==> src/rtl/exp_pkg.sv <==
// Shared types for the exponentiation host: FSM state encoding, default widths and the job payload.
package exp_pkg;

    localparam int unsigned EXP_DATA_W = 32;
    localparam int unsigned EXP_TAG_W  = 4;

    typedef enum logic [2:0] {
        ST_IDLE,
        ST_ISSUE,
        ST_BLANK,
        ST_WAIT,
        ST_RESULT,
        ST_DRAIN
    } exp_host_state_t;

    typedef struct packed {
        logic [EXP_DATA_W-1:0] x;
        logic [EXP_DATA_W-1:0] a;
        logic [EXP_TAG_W-1:0]  tag;
    } exp_job_t;

endpackage

==> src/rtl/exp_job_fifo.sv <==
// Synchronous job FIFO; pointers carry one extra wrap bit so full and empty are distinguishable.
module exp_job_fifo
    import exp_pkg::*;
#(
    parameter int unsigned DEPTH = 4,
    localparam int unsigned CNT_W = $clog2(DEPTH + 1)
) (
    input  logic             clock,
    input  logic             reset_n,
    input  logic             push,
    input  exp_job_t         push_job,
    input  logic             pop,
    output exp_job_t         head,
    output logic             empty,
    output logic             full,
    output logic [CNT_W-1:0] count
);

    localparam int unsigned AW = $clog2(DEPTH);
    localparam int unsigned PW = AW + 1;

    exp_job_t        mem [DEPTH];
    logic [PW-1:0]   wr_ptr;
    logic [PW-1:0]   rd_ptr;
    logic            do_push;
    logic            do_pop;

    assign empty   = (wr_ptr == rd_ptr);
    assign full    = (wr_ptr[AW] != rd_ptr[AW]) && (wr_ptr[AW-1:0] == rd_ptr[AW-1:0]);
    assign count   = CNT_W'(wr_ptr - rd_ptr);
    assign head    = mem[rd_ptr[AW-1:0]];
    assign do_push = push && !full;
    assign do_pop  = pop && !empty;

    always_ff @(posedge clock) begin
        if (!reset_n) begin
            wr_ptr <= '0;
            rd_ptr <= '0;
        end else begin
            if (do_push) wr_ptr <= wr_ptr + PW'(1);
            if (do_pop)  rd_ptr <= rd_ptr + PW'(1);
        end
    end

    // Storage needs no reset; occupancy is tracked by the pointers alone.
    always_ff @(posedge clock) begin
        if (do_push) mem[wr_ptr[AW-1:0]] <= push_job;
    end

endmodule

==> src/rtl/exponent_host.sv <==
// exponent_host: buffers tagged (x, a) jobs and serialises them onto the exponentiation accelerator.
// Defining EXP_HOST_TIMEOUT_EN adds a WAIT-state watchdog that returns an error result and drains the core.
module exponent_host
    import exp_pkg::*;
#(
    parameter int unsigned DATA_W         = EXP_DATA_W,
    parameter int unsigned TAG_W          = EXP_TAG_W,
    parameter int unsigned DEPTH          = 4,
    parameter int unsigned TIMEOUT_CYCLES = 1024,
    localparam int unsigned PEND_W        = $clog2(DEPTH + 1)
) (
    input  logic              clock,
    input  logic              reset_n,
    input  logic              job_valid,
    output logic              job_ready,
    input  logic [DATA_W-1:0] job_x,
    input  logic [DATA_W-1:0] job_a,
    input  logic [TAG_W-1:0]  job_tag,
    output logic              res_valid,
    input  logic              res_ready,
    output logic [DATA_W-1:0] res_p,
    output logic [TAG_W-1:0]  res_tag,
    output logic              res_err,
    output logic              acc_enable,
    output logic [DATA_W-1:0] acc_x,
    output logic [DATA_W-1:0] acc_a,
    input  logic              acc_ready,
    input  logic [DATA_W-1:0] acc_p,
    output logic [PEND_W-1:0] pending
);

    exp_host_state_t   state;
    exp_host_state_t   state_next;
    exp_job_t          in_job;
    exp_job_t          head;
    logic              fifo_empty;
    logic              fifo_full;
    logic [PEND_W-1:0] fifo_count;
    logic              push;
    logic              pop;
    logic              capture;
    logic              issue_ok;

    assign in_job    = '{x: EXP_DATA_W'(job_x), a: EXP_DATA_W'(job_a), tag: EXP_TAG_W'(job_tag)};
    assign job_ready = reset_n && !fifo_full;
    assign push      = job_valid && job_ready;
    assign pending   = fifo_count + PEND_W'(state != ST_IDLE);

    exp_job_fifo #(
        .DEPTH (DEPTH)
    ) u_fifo (
        .clock    (clock),
        .reset_n  (reset_n),
        .push     (push),
        .push_job (in_job),
        .pop      (pop),
        .head     (head),
        .empty    (fifo_empty),
        .full     (fifo_full),
        .count    (fifo_count)
    );

`ifdef EXP_HOST_TIMEOUT_EN
    localparam int unsigned TMO_W = $clog2(TIMEOUT_CYCLES + 1);

    logic [TMO_W-1:0] tmo_cnt;
    logic             expire;
    logic             err_q;

    assign res_err = err_q;
`else
    assign res_err = 1'b0;
`endif

    // Next-state and handshake decode.
    always_comb begin
        state_next = state;
        pop        = 1'b0;
        capture    = 1'b0;
`ifdef EXP_HOST_TIMEOUT_EN
        expire     = 1'b0;
`endif
        case (state)
            ST_IDLE: begin
                if (issue_ok && acc_ready && !fifo_empty) begin
                    pop        = 1'b1;
                    state_next = ST_ISSUE;
                end
            end
            ST_ISSUE: state_next = ST_BLANK;
            ST_BLANK: state_next = ST_WAIT;
            ST_WAIT: begin
                if (acc_ready) begin
                    capture    = 1'b1;
                    state_next = ST_RESULT;
                end
`ifdef EXP_HOST_TIMEOUT_EN
                else if (tmo_cnt == TMO_W'(TIMEOUT_CYCLES - 1)) begin
                    expire     = 1'b1;
                    state_next = ST_RESULT;
                end
`endif
            end
            ST_RESULT: begin
                if (res_ready) begin
`ifdef EXP_HOST_TIMEOUT_EN
                    state_next = err_q ? ST_DRAIN : ST_IDLE;
`else
                    state_next = ST_IDLE;
`endif
                end
            end
            ST_DRAIN: begin
                if (acc_ready) state_next = ST_IDLE;
            end
            default: state_next = ST_IDLE;
        endcase
    end

    // issue_ok is a registered view of "job waiting and core idle", so a fresh job issues two cycles after acceptance.
    always_ff @(posedge clock) begin
        if (!reset_n) begin
            state      <= ST_IDLE;
            issue_ok   <= 1'b0;
            acc_enable <= 1'b0;
            acc_x      <= '0;
            acc_a      <= '0;
            res_valid  <= 1'b0;
            res_p      <= '0;
            res_tag    <= '0;
        end else begin
            state      <= state_next;
            issue_ok   <= !fifo_empty && acc_ready;
            acc_enable <= (state_next == ST_ISSUE);
            res_valid  <= (state_next == ST_RESULT);
            if (pop) begin
                acc_x   <= DATA_W'(head.x);
                acc_a   <= DATA_W'(head.a);
                res_tag <= TAG_W'(head.tag);
            end
            if (capture) res_p <= acc_p;
`ifdef EXP_HOST_TIMEOUT_EN
            if (expire) res_p <= '0;
`endif
        end
    end

`ifdef EXP_HOST_TIMEOUT_EN
    // Watchdog counts WAIT cycles; BLANK always precedes WAIT, so clearing there marks WAIT entry.
    always_ff @(posedge clock) begin
        if (!reset_n) begin
            tmo_cnt <= '0;
            err_q   <= 1'b0;
        end else begin
            if (state == ST_BLANK)     tmo_cnt <= '0;
            else if (state == ST_WAIT) tmo_cnt <= tmo_cnt + TMO_W'(1);
            if (capture)     err_q <= 1'b0;
            else if (expire) err_q <= 1'b1;
        end
    end
`endif

endmodule

==> config.mk <==
export PLATFORM = sky130hd
export DESIGN_NAME = exponent_host
export DESIGN_NICKNAME = d
export VERILOG_FILES = /design/src/rtl/exp_pkg.sv /design/src/rtl/exp_job_fifo.sv /design/src/rtl/exponent_host.sv
export SDC_FILE = /design/constraint.sdc
export NUM_CORES = 1
export LEC_CHECK = 0
export BUFFER_PORTS_ARGS = -buffer_cell sky130_fd_sc_hd__buf_2
export CORE_MARGIN = 3
export CORE_UTILIZATION = 30
export DETAILED_ROUTE_END_ITERATION = 16
export HOLD_SLACK_MARGIN = 0.12
export PLACE_DENSITY = 0.48
export REMOVE_ABC_BUFFERS = 1
export SKIP_CTS_REPAIR_TIMING = 1
export SYNTH_ARGS = -nofsm -noshare
export SYNTH_HDL_FRONTEND = slang
export SYNTH_SLANG_ARGS = --single-unit
==> constraint.sdc <==
create_clock -name clock -period 5.2 [get_ports clock]
set_input_delay 0 -clock clock [delete_from_list [all_inputs] [get_ports clock]]
set_output_delay 0 -clock clock [all_outputs]
set_load 0.01 [all_outputs]
Yosys cells after proc, flatten, opt, wreduce, memory -nomap -nowiden
Memory sizes are Yosys's and may differ from the RTL's. A register that Yosys moved wholly into a read port is not among the register bits.
Index checks and enable logic that the tools add are counted.
{ "totals": {"reg_bits": 44, "latch_bits": 0, "mem_bits_rw": 272, "romBits": 0, "word_cells": 46, "memories": 1} }
{ "op_classes": {"add_sub_neg": 4, "mul": 0, "div": 0, "order_cmp": 0, "eq_ne": 10, "n_shift": 0, "muxes": 11, "n_bitwise": 0, "reduce_logical": 13} }
{ "memory_table": {"columns": ["memory", "words", "width", "read_ports", "rd_ports_with_merged_regs", "wr", "line", "rtl"], "rows": [
  ["u_fifo.mem", 4, 68, 1, 1, 1, "exp_job_fifo.sv:22", "exp_job_t mem [DEPTH];"]
]} }
{ "ops": {"columns": ["operator", "n"], "rows": [
  ["3-bit one-hot mux with 6 select lines", 1],
  ["3-bit two-way mux", 4],
  ["3-bit == test, second input constant", 3],
  ["1-bit logical AND", 8],
  ["3-bit by 1-bit adder with 3-bit output, second input constant", 2],
  ["3-bit by 1-bit == test with 1-bit output, second input constant", 2],
  ["3-bit by 2-bit == test with 1-bit output, second input constant", 2],
  ["1-bit two-way mux", 6],
  ["3-bit by 1-bit adder with 3-bit output", 1],
  ["3-bit == test", 1],
  ["1-bit logical NOT", 3],
  ["3-bit logical NOT", 1],
  ["3-bit nonzero test", 1],
  ["3-bit subtractor", 1],
  ["2-bit == test", 1],
  ["1-bit != test", 1]
]} }

Logic depth before layout (Yosys ltp)
{ "depth": {"depth_word": 8, "depth_mapped": 11} }

Cells and area by module
Synthesis repeated with hierarchy kept, for this count alone.
{ "unflattened": {"hier_cells": 912, "area_unflattened_um2": 14679.1} }
{ "by_module_without_submodules": {"columns": ["module", "n_inst", "cells_each", "area_per_inst_um2", "seq_area_each_um2"], "rows": [
  ["exp_job_fifo", 1, 425, 10432.5, 8328.0],
  ["exponent_host", 1, 487, 4246.6, 2122.0]
]} }

Least setup slack after synthesis
OpenSTA, ideal clock, no wires.
{ "synth_timing": {"path_kind": "reg-to-reg", "start": "reg u_fifo.rd_ptr[1]", "end": "mem u_fifo.mem[1][0] (netlist name) (enable)", "arrival_ps": 3280, "required_ps": 4766, "setup_slack_ps": 1486, "path_stages_with_launch": 9, "path_buffers": 2, "period_less_slack_ps": 3714, "path_cell_list": "dfxtp_1 clkbuf_1 clkbuf_1 inv_1 ha_1 nand2_1 nor2_1 nor2b_1 and3_1"} }
{ "synth_via": {"elab_chain_len": 8} }
{ "synth_rtl": {"columns": ["element", "line", "rtl"], "rows": [
  ["start, declared", "exp_job_fifo.sv:24", "logic [PW-1:0] rd_ptr;"],
  ["start signal, assigned", "exp_job_fifo.sv:41", "if (do_pop) rd_ptr <= rd_ptr + PW'(1);"],
  ["2-bit == test *", "exp_job_fifo.sv:29", "assign full = (wr_ptr[AW] != rd_ptr[AW]) && (wr_ptr[AW-1:0] == rd_ptr[AW-1:0]);"],
  ["1-bit logical AND *", "exp_job_fifo.sv:29", null],
  ["1-bit logical NOT *", "exp_job_fifo.sv:32, exponent_host.sv:45", null],
  ["1-bit logical AND", "exponent_host.sv:45", "assign job_ready = reset_n && !fifo_full;"],
  ["1-bit logical AND", "exponent_host.sv:46", "assign push = job_valid && job_ready;"],
  ["1-bit logical AND *", "exp_job_fifo.sv:32", "assign do_push = push && !full;"],
  ["1-bit two-way mux *", "exp_job_fifo.sv:47", "if (do_push) mem[wr_ptr[AW-1:0]] <= push_job;"],
  ["1-bit two-way mux (not written as such) *", "exp_job_fifo.sv:47", null],
  ["end, declared", "exp_job_fifo.sv:22", null]
]} }
Mark *: on every way between the ends. The rest lies on a longest branch, timed or not.

Worst setup path in the final report
{ "layout_timing": {"start": "reg u_fifo.rd_ptr[0]", "end": "mem u_fifo.mem[0][66] (netlist name) (enable)"} }
Same word-level chain as after synthesis.

==> flow_summary.json <==
{
  "drt_pass1_iterations": 4,
  "syn-cell-area_um2": 13600,
  "syn_inst": 731,
  "wl_per_cell_um": 18.9,
  "antenna_found_initial": 4,
  "status": "complete, no violations",
  "clkTransAtPathRegs_ps": 60,
  "synthTopCellsByArea": "edfxtp_1 (60%), dfxtp_1 (16%), mux4_2 (11%)",
  "port_buffers": 210,
  "cts_made_buffers": 43,
  "drt_iter0_markers": 360,
  "synth_edf_count": 272,
  "num_vias": 7493,
  "worstMarginPinSlew_ps": 1300,
  "worst_clock_skew_ps": 17.6,
  "setup_viol": 0,
  "cp_max_fo": 57,
  "path_class": "flop to flop",
  "hold_path_class": "primary input to flop",
  "io_pins": 212,
  "maxCapViolations": 0,
  "min_period_ps": 3140,
  "ant_nets": 0,
  "synth_cell_type_count": 35,
  "syn_avg_cell_area_um2": 18.7,
  "grt.total_usage": 0.130,
  "hold_viol_final": 0,
  "p_leak_nw": 6.37,
  "layout-drive-gt1-share": 0.331,
  "slowest_delay_ps": 840,
  "die_w_um": 219,
  "synth_common_cells": "edfxtp_1 (272), dfxtp_1 (112), a22o_1 (68), mux4_2 (68), nand2_1 (68)",
  "htree_levels": 2,
  "cts_max_path_buffers": 3,
  "drc": 0,
  "cts_tree": "done",
  "yosysTopAreaCell": "edfxtp_1",
  "ys_seq_area_frac": 0.763,
  "startpoint_type": "flop",
  "synth-seq-cells": 384,
  "fin_cells": 1686,
  "areaGrowthSynthToFinish_pct": 30.2,
  "rsz0062_at_grt": "false",
  "p_per_area_nw_per_um2": 371,
  "synth_warnings": 0,
  "hpwlAfterDp_mm": 19.8,
  "dp.cells": 1500,
  "cp_cell_sequence": "ha_1, nand2_1, nor2_1, nor2b_1, and3_4, buf_4",
  "drv_slew": 0,
  "rows": 77,
  "die-area_um2": 48100,
  "synth-async-reset-ratio": 0,
  "fmax_ghz": 0.318,
  "insertion_delay_ps": 550,
  "cp.arrival_ps": 3380,
  "viasPerCell": 4.44,
  "slowest_stage": "and3_4",
  "synth_top_area_frac": 0.599,
  "post-route-period-util": 0.604,
  "holdWs_ps": 215,
  "ir_drop_mv": 0.208,
  "wirelength_mm": 31.9,
  "grt_max_degree": 69,
  "synth-main-ff-cell": "edfxtp_1",
  "grt_pass1_wl_mm": 47.1,
  "finalNetCount": 1171,
  "end_kind": "flop",
  "synthMostInstantiatedCell": "edfxtp_1",
  "maxSlewHeadroom": 0.133,
  "grt_pass1_vias": 7496,
  "core-area_um2": 44600,
  "ff2ff_setup_slack_ps": 2060,
  "cts.sinks": 384,
  "cts-root-buf": "clkbuf_16",
  "die_y_um": 219,
  "worstPathRequired_ps": 5440,
  "power_mw": 6.59,
  "place.gp.congestion": 0.753,
  "grt_overflow": 0,
  "fillers": 4095,
  "start_util": 0.306
}
metrics by stage:
stage	setup TNS, ps	util	worst slack [ps]	area [um^2]
floorplan	-226620	-	-767	13400
global placement	0	0.344	1940	15300
detailed placement	0	0.344	1900	15300
CTS	0	0.374	1880	16700
global route	0	0.398	1710	17800
finish	0	0.398	2060	17800
critical path, delay by kind of cell, from the launching register on:
family | cells | cell delay (ps)
buf+inv | 1 | 350
fa+ha+maj | 1 | 360
flops | 1 | 750
simple gates | 4 | 1350
cell usage in the layout (no fill, tap or decap), drive strengths merged:
| master | instances |
|---|---|
| clkinvlp | 1 |
| nand3 | 3 |
| nand3b | 1 |
| ha | 8 |
| buf | 221 |
| nand2 | 68 |
| inv | 11 |
| o311ai | 1 |
| fa | 1 |
| o211ai | 1 |
| clkbuf | 62 |
| and3 | 4 |
| nor2 | 8 |
| mux4 | 68 |
| xor2 | 3 |
| and2 | 2 |
| clkinv | 13 |
| bufinv | 3 |
| xnor2 | 4 |
| nand2b | 4 |
| or2 | 1 |
| o2111ai | 1 |
| a21oi | 34 |
| conb | 1 |
| edfxtp | 272 |
| o21ai | 6 |
| nor2b | 2 |
| nor3 | 2 |
| dfxtp | 112 |
| a22o | 68 |
| dlygate4sd3 | 104 |
| diode | 3 |
| or3 | 1 |
flip-flops by register name, summed over array words and instances, names as in the netlist, 3 cells and up:
name and count:
acc_x 32, res_tag 4, acc_a 32, u_fifo.rd_ptr 3
state 3, u_fifo.wr_ptr 3, res_p 32, u_fifo.mem 272
worst paths after layout:
kind / start / endpoint / cells after the start
max: u_fifo.rd_ptr[0] / u_fifo.mem[0][66] / 6
min: job_a[23] / u_fifo.mem[3][27] / 2
max reg2reg: u_fifo.rd_ptr[0] / u_fifo.mem[0][66] / 6
min reg2reg: res_p[16] / res_p[16] / 2
cells by family after synthesis:
kind of cell / after synthesis / share of synthesized area
flip-flops: 384 / 0.763
AO/OA/AOI/OAI: 111 / 0.0615
AND/OR/NAND/NOR: 96 / 0.0305
multiplexers: 68 / 0.112
buffers and inverters: 55 / 0.0184
adder cells (fa/ha/maj): 9 / 0.00881
XOR/XNOR: 7 / 0.00505
other: 1 / 0.000275
routing by layer:
layer  track usage  part of all wire
met5             0           0.00028
met4        0.0372             0.024
met3        0.0494             0.079
met2         0.199              0.46
met1         0.174              0.44
report_power, final:
part | switching, mW | total, mW | internal (mW)
combinational | 0.153 | 0.299 | 0.146
clock | 1.19 | 2.93 | 1.74
sequential | 0.0213 | 3.37 | 3.35
total | 1.36 | 6.59 | 5.23
layout make-up:
type | count | area (um^2) | share of cell area
Antenna cell | 3 | 7.51 | 0.000423
Clock buffer | 62 | 1190 | 0.0669
Clock inverter | 17 | 179 | 0.0101
Inverter | 11 | 41.3 | 0.00233
Multi-Input combinational cell | 292 | 3010 | 0.169
Sequential cell | 384 | 10400 | 0.587
Tap cell | 592 | 741 | 0.0417
Timing Repair Buffer | 325 | 2170 | 0.122
Power figures use the tool's default switching activity.
